[src/rtl/riscv_mem_pkg.sv]
// Shared types and default parameters for the unified-memory arbiter.
// The state and owner encodings are common to the top level and the testbench.
package riscv_mem_pkg;

    typedef enum logic {
        IDLE = 1'b0,
        BUSY = 1'b1
    } state_e;

    typedef enum logic {
        OWN_IF = 1'b0,
        OWN_DM = 1'b1
    } owner_e;

    localparam int DEF_ADDR_W          = 32;
    localparam int DEF_DATA_W          = 32;
    localparam int DEF_MAX_DATA_STREAK = 4;
    localparam int DEF_TIMEOUT         = 16;

endpackage

[src/rtl/riscv_mem_arb_pick.sv]
// Combinational request picker: data has priority until its consecutive-grant
// streak saturates while fetch waits, then fetch wins once.
module riscv_mem_arb_pick (
    input  logic if_req_i,
    input  logic dm_req_i,
    input  logic streak_sat_i,
    output logic grant_if_o,
    output logic grant_dm_o
);

    assign grant_dm_o = dm_req_i && !(if_req_i && streak_sat_i);
    assign grant_if_o = if_req_i && !grant_dm_o;

endmodule

[src/rtl/riscv_mem_arbiter.sv]
// Single-outstanding arbiter sharing one single-port memory between the
// instruction-fetch and data ports, with starvation limit and access watchdog.
module riscv_mem_arbiter
    import riscv_mem_pkg::*;
#(
    parameter int ADDR_W          = DEF_ADDR_W,
    parameter int DATA_W          = DEF_DATA_W,
    parameter int MAX_DATA_STREAK = DEF_MAX_DATA_STREAK,
    parameter int TIMEOUT         = DEF_TIMEOUT
) (
    input  logic              clk_i,
    input  logic              rst_i,

    input  logic              if_req_i,
    input  logic [ADDR_W-1:0] if_addr_i,
    output logic              if_ready_o,
    output logic              if_rvalid_o,
    output logic [DATA_W-1:0] if_rdata_o,

    input  logic              dm_req_i,
    input  logic              dm_we_i,
    input  logic [ADDR_W-1:0] dm_addr_i,
    input  logic [DATA_W-1:0] dm_wdata_i,
    output logic              dm_ready_o,
    output logic              dm_rvalid_o,
    output logic [DATA_W-1:0] dm_rdata_o,

    output logic              mem_en_o,
    output logic              mem_we_o,
    output logic [ADDR_W-3:0] mem_addr_o,
    output logic [DATA_W-1:0] mem_wdata_o,
    input  logic [DATA_W-1:0] mem_rdata_i,
    input  logic              mem_ack_i,

    output logic              err_o
);

    localparam int SW = $clog2(MAX_DATA_STREAK + 1);
    localparam int TW = (TIMEOUT > 1) ? $clog2(TIMEOUT) : 1;
    localparam logic [SW-1:0] STREAK_MAX = SW'(MAX_DATA_STREAK);
    localparam logic [TW-1:0] TMO_LAST   = TW'(TIMEOUT - 1);

    state_e            state_q, state_d;
    owner_e            owner_q, owner_d;
    logic [ADDR_W-3:0] addr_q, addr_d;
    logic              we_q, we_d;
    logic [DATA_W-1:0] wdata_q, wdata_d;
    logic [SW-1:0]     streak_q, streak_d;
    logic [TW-1:0]     tmo_q, tmo_d;
    logic              err_q, err_d;
    logic              if_rvalid_q, if_rvalid_d;
    logic              dm_rvalid_q, dm_rvalid_d;
    logic [DATA_W-1:0] if_rdata_q, if_rdata_d;
    logic [DATA_W-1:0] dm_rdata_q, dm_rdata_d;

    logic              grant_if, grant_dm;
    logic              idle, busy;
    logic              accept;
    logic              tmo_hit;
    logic              complete;
    logic [DATA_W-1:0] resp_data;

    // Byte-offset bits are intentionally dropped; there is no misalignment handling.
    logic              unused_addr_bits;
    assign unused_addr_bits = ^{if_addr_i[1:0], dm_addr_i[1:0]};

    riscv_mem_arb_pick u_pick (
        .if_req_i     (if_req_i),
        .dm_req_i     (dm_req_i),
        .streak_sat_i (streak_q == STREAK_MAX),
        .grant_if_o   (grant_if),
        .grant_dm_o   (grant_dm)
    );

    assign idle      = (state_q == IDLE);
    assign busy      = (state_q == BUSY);
    assign accept    = idle && (grant_if || grant_dm);
    // An ack on the terminal count wins over the abort.
    assign tmo_hit   = busy && !mem_ack_i && (tmo_q == TMO_LAST);
    assign complete  = busy && (mem_ack_i || tmo_hit);
    assign resp_data = (mem_ack_i && !we_q) ? mem_rdata_i : '0;

    // FSM: state register
    always_ff @(posedge clk_i or posedge rst_i) begin
        if (rst_i) begin
            state_q <= IDLE;
        end else begin
            state_q <= state_d;
        end
    end

    // FSM: next state
    always_comb begin
        state_d = state_q;
        case (state_q)
            IDLE:    if (accept)   state_d = BUSY;
            BUSY:    if (complete) state_d = IDLE;
            default: state_d = IDLE;
        endcase
    end

    // FSM: outputs
    always_comb begin
        if_ready_o = 1'b0;
        dm_ready_o = 1'b0;
        mem_en_o   = 1'b0;
        mem_we_o   = 1'b0;
        case (state_q)
            IDLE: begin
                if_ready_o = grant_if;
                dm_ready_o = grant_dm;
            end
            BUSY: begin
                mem_en_o = 1'b1;
                mem_we_o = we_q;
            end
            default: ;
        endcase
    end

    always_comb begin
        owner_d     = owner_q;
        addr_d      = addr_q;
        we_d        = we_q;
        wdata_d     = wdata_q;
        streak_d    = streak_q;
        tmo_d       = '0;
        err_d       = err_q | tmo_hit;
        if_rvalid_d = complete && (owner_q == OWN_IF);
        dm_rvalid_d = complete && (owner_q == OWN_DM);
        if_rdata_d  = if_rvalid_d ? resp_data : if_rdata_q;
        dm_rdata_d  = dm_rvalid_d ? resp_data : dm_rdata_q;

        if (accept) begin
            if (grant_dm) begin
                owner_d = OWN_DM;
                addr_d  = dm_addr_i[ADDR_W-1:2];
                we_d    = dm_we_i;
                wdata_d = dm_wdata_i;
                if (!if_req_i)
                    streak_d = '0;
                else if (streak_q != STREAK_MAX)
                    streak_d = streak_q + 1'b1;
            end else begin
                owner_d  = OWN_IF;
                addr_d   = if_addr_i[ADDR_W-1:2];
                we_d     = 1'b0;
                wdata_d  = '0;
                streak_d = '0;
            end
        end

        if (busy && !complete)
            tmo_d = tmo_q + 1'b1;
    end

    always_ff @(posedge clk_i or posedge rst_i) begin
        if (rst_i) begin
            owner_q     <= OWN_IF;
            addr_q      <= '0;
            we_q        <= 1'b0;
            wdata_q     <= '0;
            streak_q    <= '0;
            tmo_q       <= '0;
            err_q       <= 1'b0;
            if_rvalid_q <= 1'b0;
            dm_rvalid_q <= 1'b0;
            if_rdata_q  <= '0;
            dm_rdata_q  <= '0;
        end else begin
            owner_q     <= owner_d;
            addr_q      <= addr_d;
            we_q        <= we_d;
            wdata_q     <= wdata_d;
            streak_q    <= streak_d;
            tmo_q       <= tmo_d;
            err_q       <= err_d;
            if_rvalid_q <= if_rvalid_d;
            dm_rvalid_q <= dm_rvalid_d;
            if_rdata_q  <= if_rdata_d;
            dm_rdata_q  <= dm_rdata_d;
        end
    end

    assign mem_addr_o  = addr_q;
    assign mem_wdata_o = wdata_q;
    assign if_rvalid_o = if_rvalid_q;
    assign dm_rvalid_o = dm_rvalid_q;
    assign if_rdata_o  = if_rdata_q;
    assign dm_rdata_o  = dm_rdata_q;
    assign err_o       = err_q;

endmodule
[config.mk]
export PLATFORM = sky130hd
export DESIGN_NAME = riscv_mem_arbiter
export DESIGN_NICKNAME = d
export VERILOG_FILES = /design/src/rtl/riscv_mem_pkg.sv /design/src/rtl/riscv_mem_arb_pick.sv /design/src/rtl/riscv_mem_arbiter.sv
export SDC_FILE = /design/constraint.sdc
export NUM_CORES = 1
export LEC_CHECK = 0
export ABC_AREA = 1
export CORE_UTILIZATION = 42
export DETAILED_ROUTE_END_ITERATION = 10
export GPL_TIMING_DRIVEN = 0
export PLACE_DENSITY = 0.83
export SLEW_MARGIN = 25
export SYNTH_ARGS = -nofsm -noshare
export SYNTH_HDL_FRONTEND = slang
export SYNTH_SLANG_ARGS = --single-unit
[constraint.sdc]
create_clock -name clk_i -period 5.04 [get_ports clk_i]
set_input_delay 1.008 -clock clk_i [delete_from_list [all_inputs] [get_ports clk_i]]
set_output_delay 1.008 -clock clk_i [all_outputs]
set_load 0.005 [all_outputs]
==> impl_metrics.csv <==
group,metric,value,unit
run_status,run_status,"finished, final reports clean",
clocking,cts_resized,0,
die,core_area,14000,sq um
die,overall_die_area,15000,sq um
detailed_routing,post_drt_wl_per_cell,14.4,microns
logic_synthesis,avgSynthCellArea,7.95,sq um
grt,first_global_vias,5659,
timing,slew_headroom,0.659,
critical_path,crit_path_end_kind,"output port",
cells_and_area,final_design_area_no_fill,9570,sq um
detailed_routing,vias,5864,
logic_synthesis,synthCells,768,
placement,placed_cells,1211,
timing,finalHoldViolCount,0,
grt,grt_first_pass_wirelength,28100,microns
timing,worst_pin_slew,511,ps
timing,maxClockFrequency,264,MHz
logic_synthesis,sequential_cell_area_fraction_in_the_yosys_report,0.570,
power_and_ir_drop,power.static_leakage,4.88,nW
clocking,postCtsHoldBufs,0,
die,row_count,43,
grt,overall_global_routing_usage,0.247,
hold_path,worstHoldPathType,"flip-flop to flip-flop",
logic_synthesis,postSynthRegisterBits,139,
die,die_width,123,microns
timing,setup_viol,0,
detailed_routing,drc_errors,0,
clocking,cts_buf_count,17,
cells_and_area,antenna_cells_inserted,0,
timing,post_layout_minimum_cycle_time,3790,ps
clocking,cts.sink_count,139,
critical_path,crit_path_start_kind,"input pin",
placement,gpl.final_weighted_congestion,0.877,
timing,setup_repair_after_global_routing_missed_its_margin,"false",
logic_synthesis,synth.lib_cells_used.distinct,21,
timing,worst_clock_skew,7.70,ps
flow_run,max-cap-violations,0,
die,ioPinCount,267,
grt,grt_start_max_net_pins,73,
clocking,cts_setup_buffers,0,
cells_and_area,area_delta_synth_final,56.8,%
timing,finalMaxSlewViolations,0,
placement,port-buffer-count,262,
critical_path,data_required_time_at_the_worst_endpoint,4030,ps
timing,hold_slack,468,ps
logic_synthesis,count_of_yosys_warnings_during_synthesis,0,
placement,dp_hpwl,13200,microns
logic_synthesis,synth.cell_area,6110,sq um
grt,globalRoute.totalOverflow,0,
logic_synthesis,post_synth_net_total,905,
detailed_routing,drt_wl_total,18000,microns
cells_and_area,layoutNonFillerInstCount,1243,
detailed_routing,postRouteAntennaNets,0,
detailed_routing,drt_iter0_markers,346,
detailed_routing,routed_via_density,4.72,
cells_and_area,register_area,3480,sq um
clocking,clockBufferDepth,2,
cells_and_area,num-fill-cells,1106,
critical_path,timing.setup.critical_path_class,"input pin to output port",
placement,dp_area,8990,sq um
detailed_routing,detail_route.first_pass.iterations,5,
critical_path,critPathArrivalTime,2780,ps
clocking,cts_htree_levels,4,
clocking,clk_transition_reported_paths,60,ps
grt,initial_antenna_violation_count,0,
clocking,cts.root.buffer_cell,"sky130_fd_sc_hd__clkbuf_16",
cells_and_area,drive_gt1_frac,0.0687,
timing,tns,0,ps
power_and_ir_drop,power_density,509,nW/um^2
die,die_h,123,microns
die,initial_utilization,0.435,
power_and_ir_drop,vdd_ir_drop_max,0.274,mV
clocking,worst_skew_pair.late_latency,420,ps
timing,period_share,0.751,
cells_and_area,design.final.nets,1187,
cells_and_area,multi_input_comb_area,2100,sq um
critical_path,worstPathMaxFanout,10,
clocking,tritoncts_clock_tree,"built",
## synthesized netlist by cell type
cell                         n  area [sq um]
sky130_fd_sc_hd__nor3b_1     1          7.51
sky130_fd_sc_hd__or2_1       1          6.26
sky130_fd_sc_hd__clkbuf_1    9          33.8
sky130_fd_sc_hd__buf_2      22           110
sky130_fd_sc_hd__nor2_1     68           255
sky130_fd_sc_hd__o21ai_0    28           140
sky130_fd_sc_hd__nand2_1   328          1230
sky130_fd_sc_hd__inv_2       3          11.3
sky130_fd_sc_hd__o21ai_1     6          30.0
sky130_fd_sc_hd__buf_4      10          75.1
sky130_fd_sc_hd__o21bai_1    1          7.51
sky130_fd_sc_hd__xor2_1      1          8.76
sky130_fd_sc_hd__a21oi_2     1          8.76
sky130_fd_sc_hd__xnor2_1     1          8.76
sky130_fd_sc_hd__nand3_1    70           350
sky130_fd_sc_hd__ha_1        3          37.5
sky130_fd_sc_hd__buf_6       2          22.5
sky130_fd_sc_hd__clkinv_1    2          7.51
sky130_fd_sc_hd__o21ai_2     1          8.76
sky130_fd_sc_hd__dfrtp_1   139          3480
sky130_fd_sc_hd__inv_1      71           267
## through the flow
stage           util  setup slack [ps]  power [mW]
2_1_floorplan      -               307        2.45
3_3_place_gp   0.638             -1690        3.61
3_5_place_dp   0.640              1250        3.66
4_1_cts        0.682              1240        4.91
5_1_grt        0.682              1080        5.18
6_report       0.682              1250        4.87
## where the power goes
part	total (mW)	leakage, nW	switching [mW]	internal [mW]
combinational	1.84	2.81	0.795	1.05
clock	1.24	0.278	0.494	0.741
sequential	1.80	1.80	0.249	1.55
total	4.87	4.88	1.54	3.33
## per-layer routing
metal | GRT usage | wire length (microns) | vias to the layer above
met5 | 0 | 0 | -
met4 | 0.0846 | 286 | 0
met3 | 0.0804 | 1570 | 23
met2 | 0.423 | 9010 | 250
li1 | - | - | 2891
met1 | 0.290 | 7100 | 2700
## flip-flops by register name, indices dropped and copies added (netlist names)
| register | count |
|---|---|
| tmo_q | 4 |
| streak_q | 3 |
| we_q | 1 |
| err_o | 1 |
| owner_q | 1 |
| dm_rvalid_o | 1 |
| if_rdata_o | 32 |
| busy | 1 |
| if_rvalid_o | 1 |
| dm_rdata_o | 32 |
| mem_addr_o | 30 |
| mem_wdata_o | 32 |
## kinds of logic (layout without fill, tap and decap cells)
logic type               after synthesis  count (layout)  share of synthesized area
flip-flops                           139             139                      0.570
AO/OA/AOI/OAI                         37              37                     0.0320
buffers and inverters                119             414                     0.0863
XOR/XNOR                               2               2                    0.00287
AND/OR/NAND/NOR                      468             468                      0.303
adder cells (fa/ha/maj)                3               3                    0.00615
## critical path, stage by stage
cell and delay, ps:
sky130_fd_sc_hd__clkdlybuf4s50_1 520, sky130_fd_sc_hd__nand3_1 110, sky130_fd_sc_hd__nand2_1 180, sky130_fd_sc_hd__buf_2 260
sky130_fd_sc_hd__inv_1 80, sky130_fd_sc_hd__nor2_1 90, sky130_fd_sc_hd__clkdlybuf4s50_1 530
## worst paths after layout
check	start	end	slack, ps	cells past startpoint
max	if_req_i	if_ready_o	1250	7
min	dm_rdata_o[4]	dm_rdata_o[4]	470	2
max reg2reg	tmo_q[0]	if_rdata_o[13]	3380	7
min reg2reg	dm_rdata_o[4]	dm_rdata_o[4]	470	2
max in group asynchronous	rst_i	mem_wdata_o[4]	3300	3
min in group asynchronous	rst_i	if_rdata_o[22]	1030	2
## layout by cell type, fill, tap and decap left out, drive strengths merged
cell type	synthesis	layout
dfrtp	139	139
inv	74	76
a21oi	1	1
or2	1	1
bufinv	0	2
clkinv	2	8
nor3b	1	1
xor2	1	1
clkinvlp	0	4
o21bai	1	1
buf	34	35
clkdlybuf4s50	0	262
nor2	68	68
o21ai	35	35
clkbuf	9	27
nand2	328	328
xnor2	1	1
ha	3	3
nand3	70	70
## layout make-up
class	instances	area share
Buffer	43	0.0252
Clock buffer	18	0.0459
Clock inverter	14	0.0152
Inverter	76	0.0306
Multi-Input combinational cell	510	0.219
Sequential cell	139	0.363
Tap cell	180	0.0235
Timing Repair Buffer	263	0.277
No activity file was read; power rests on OpenSTA's default activity.
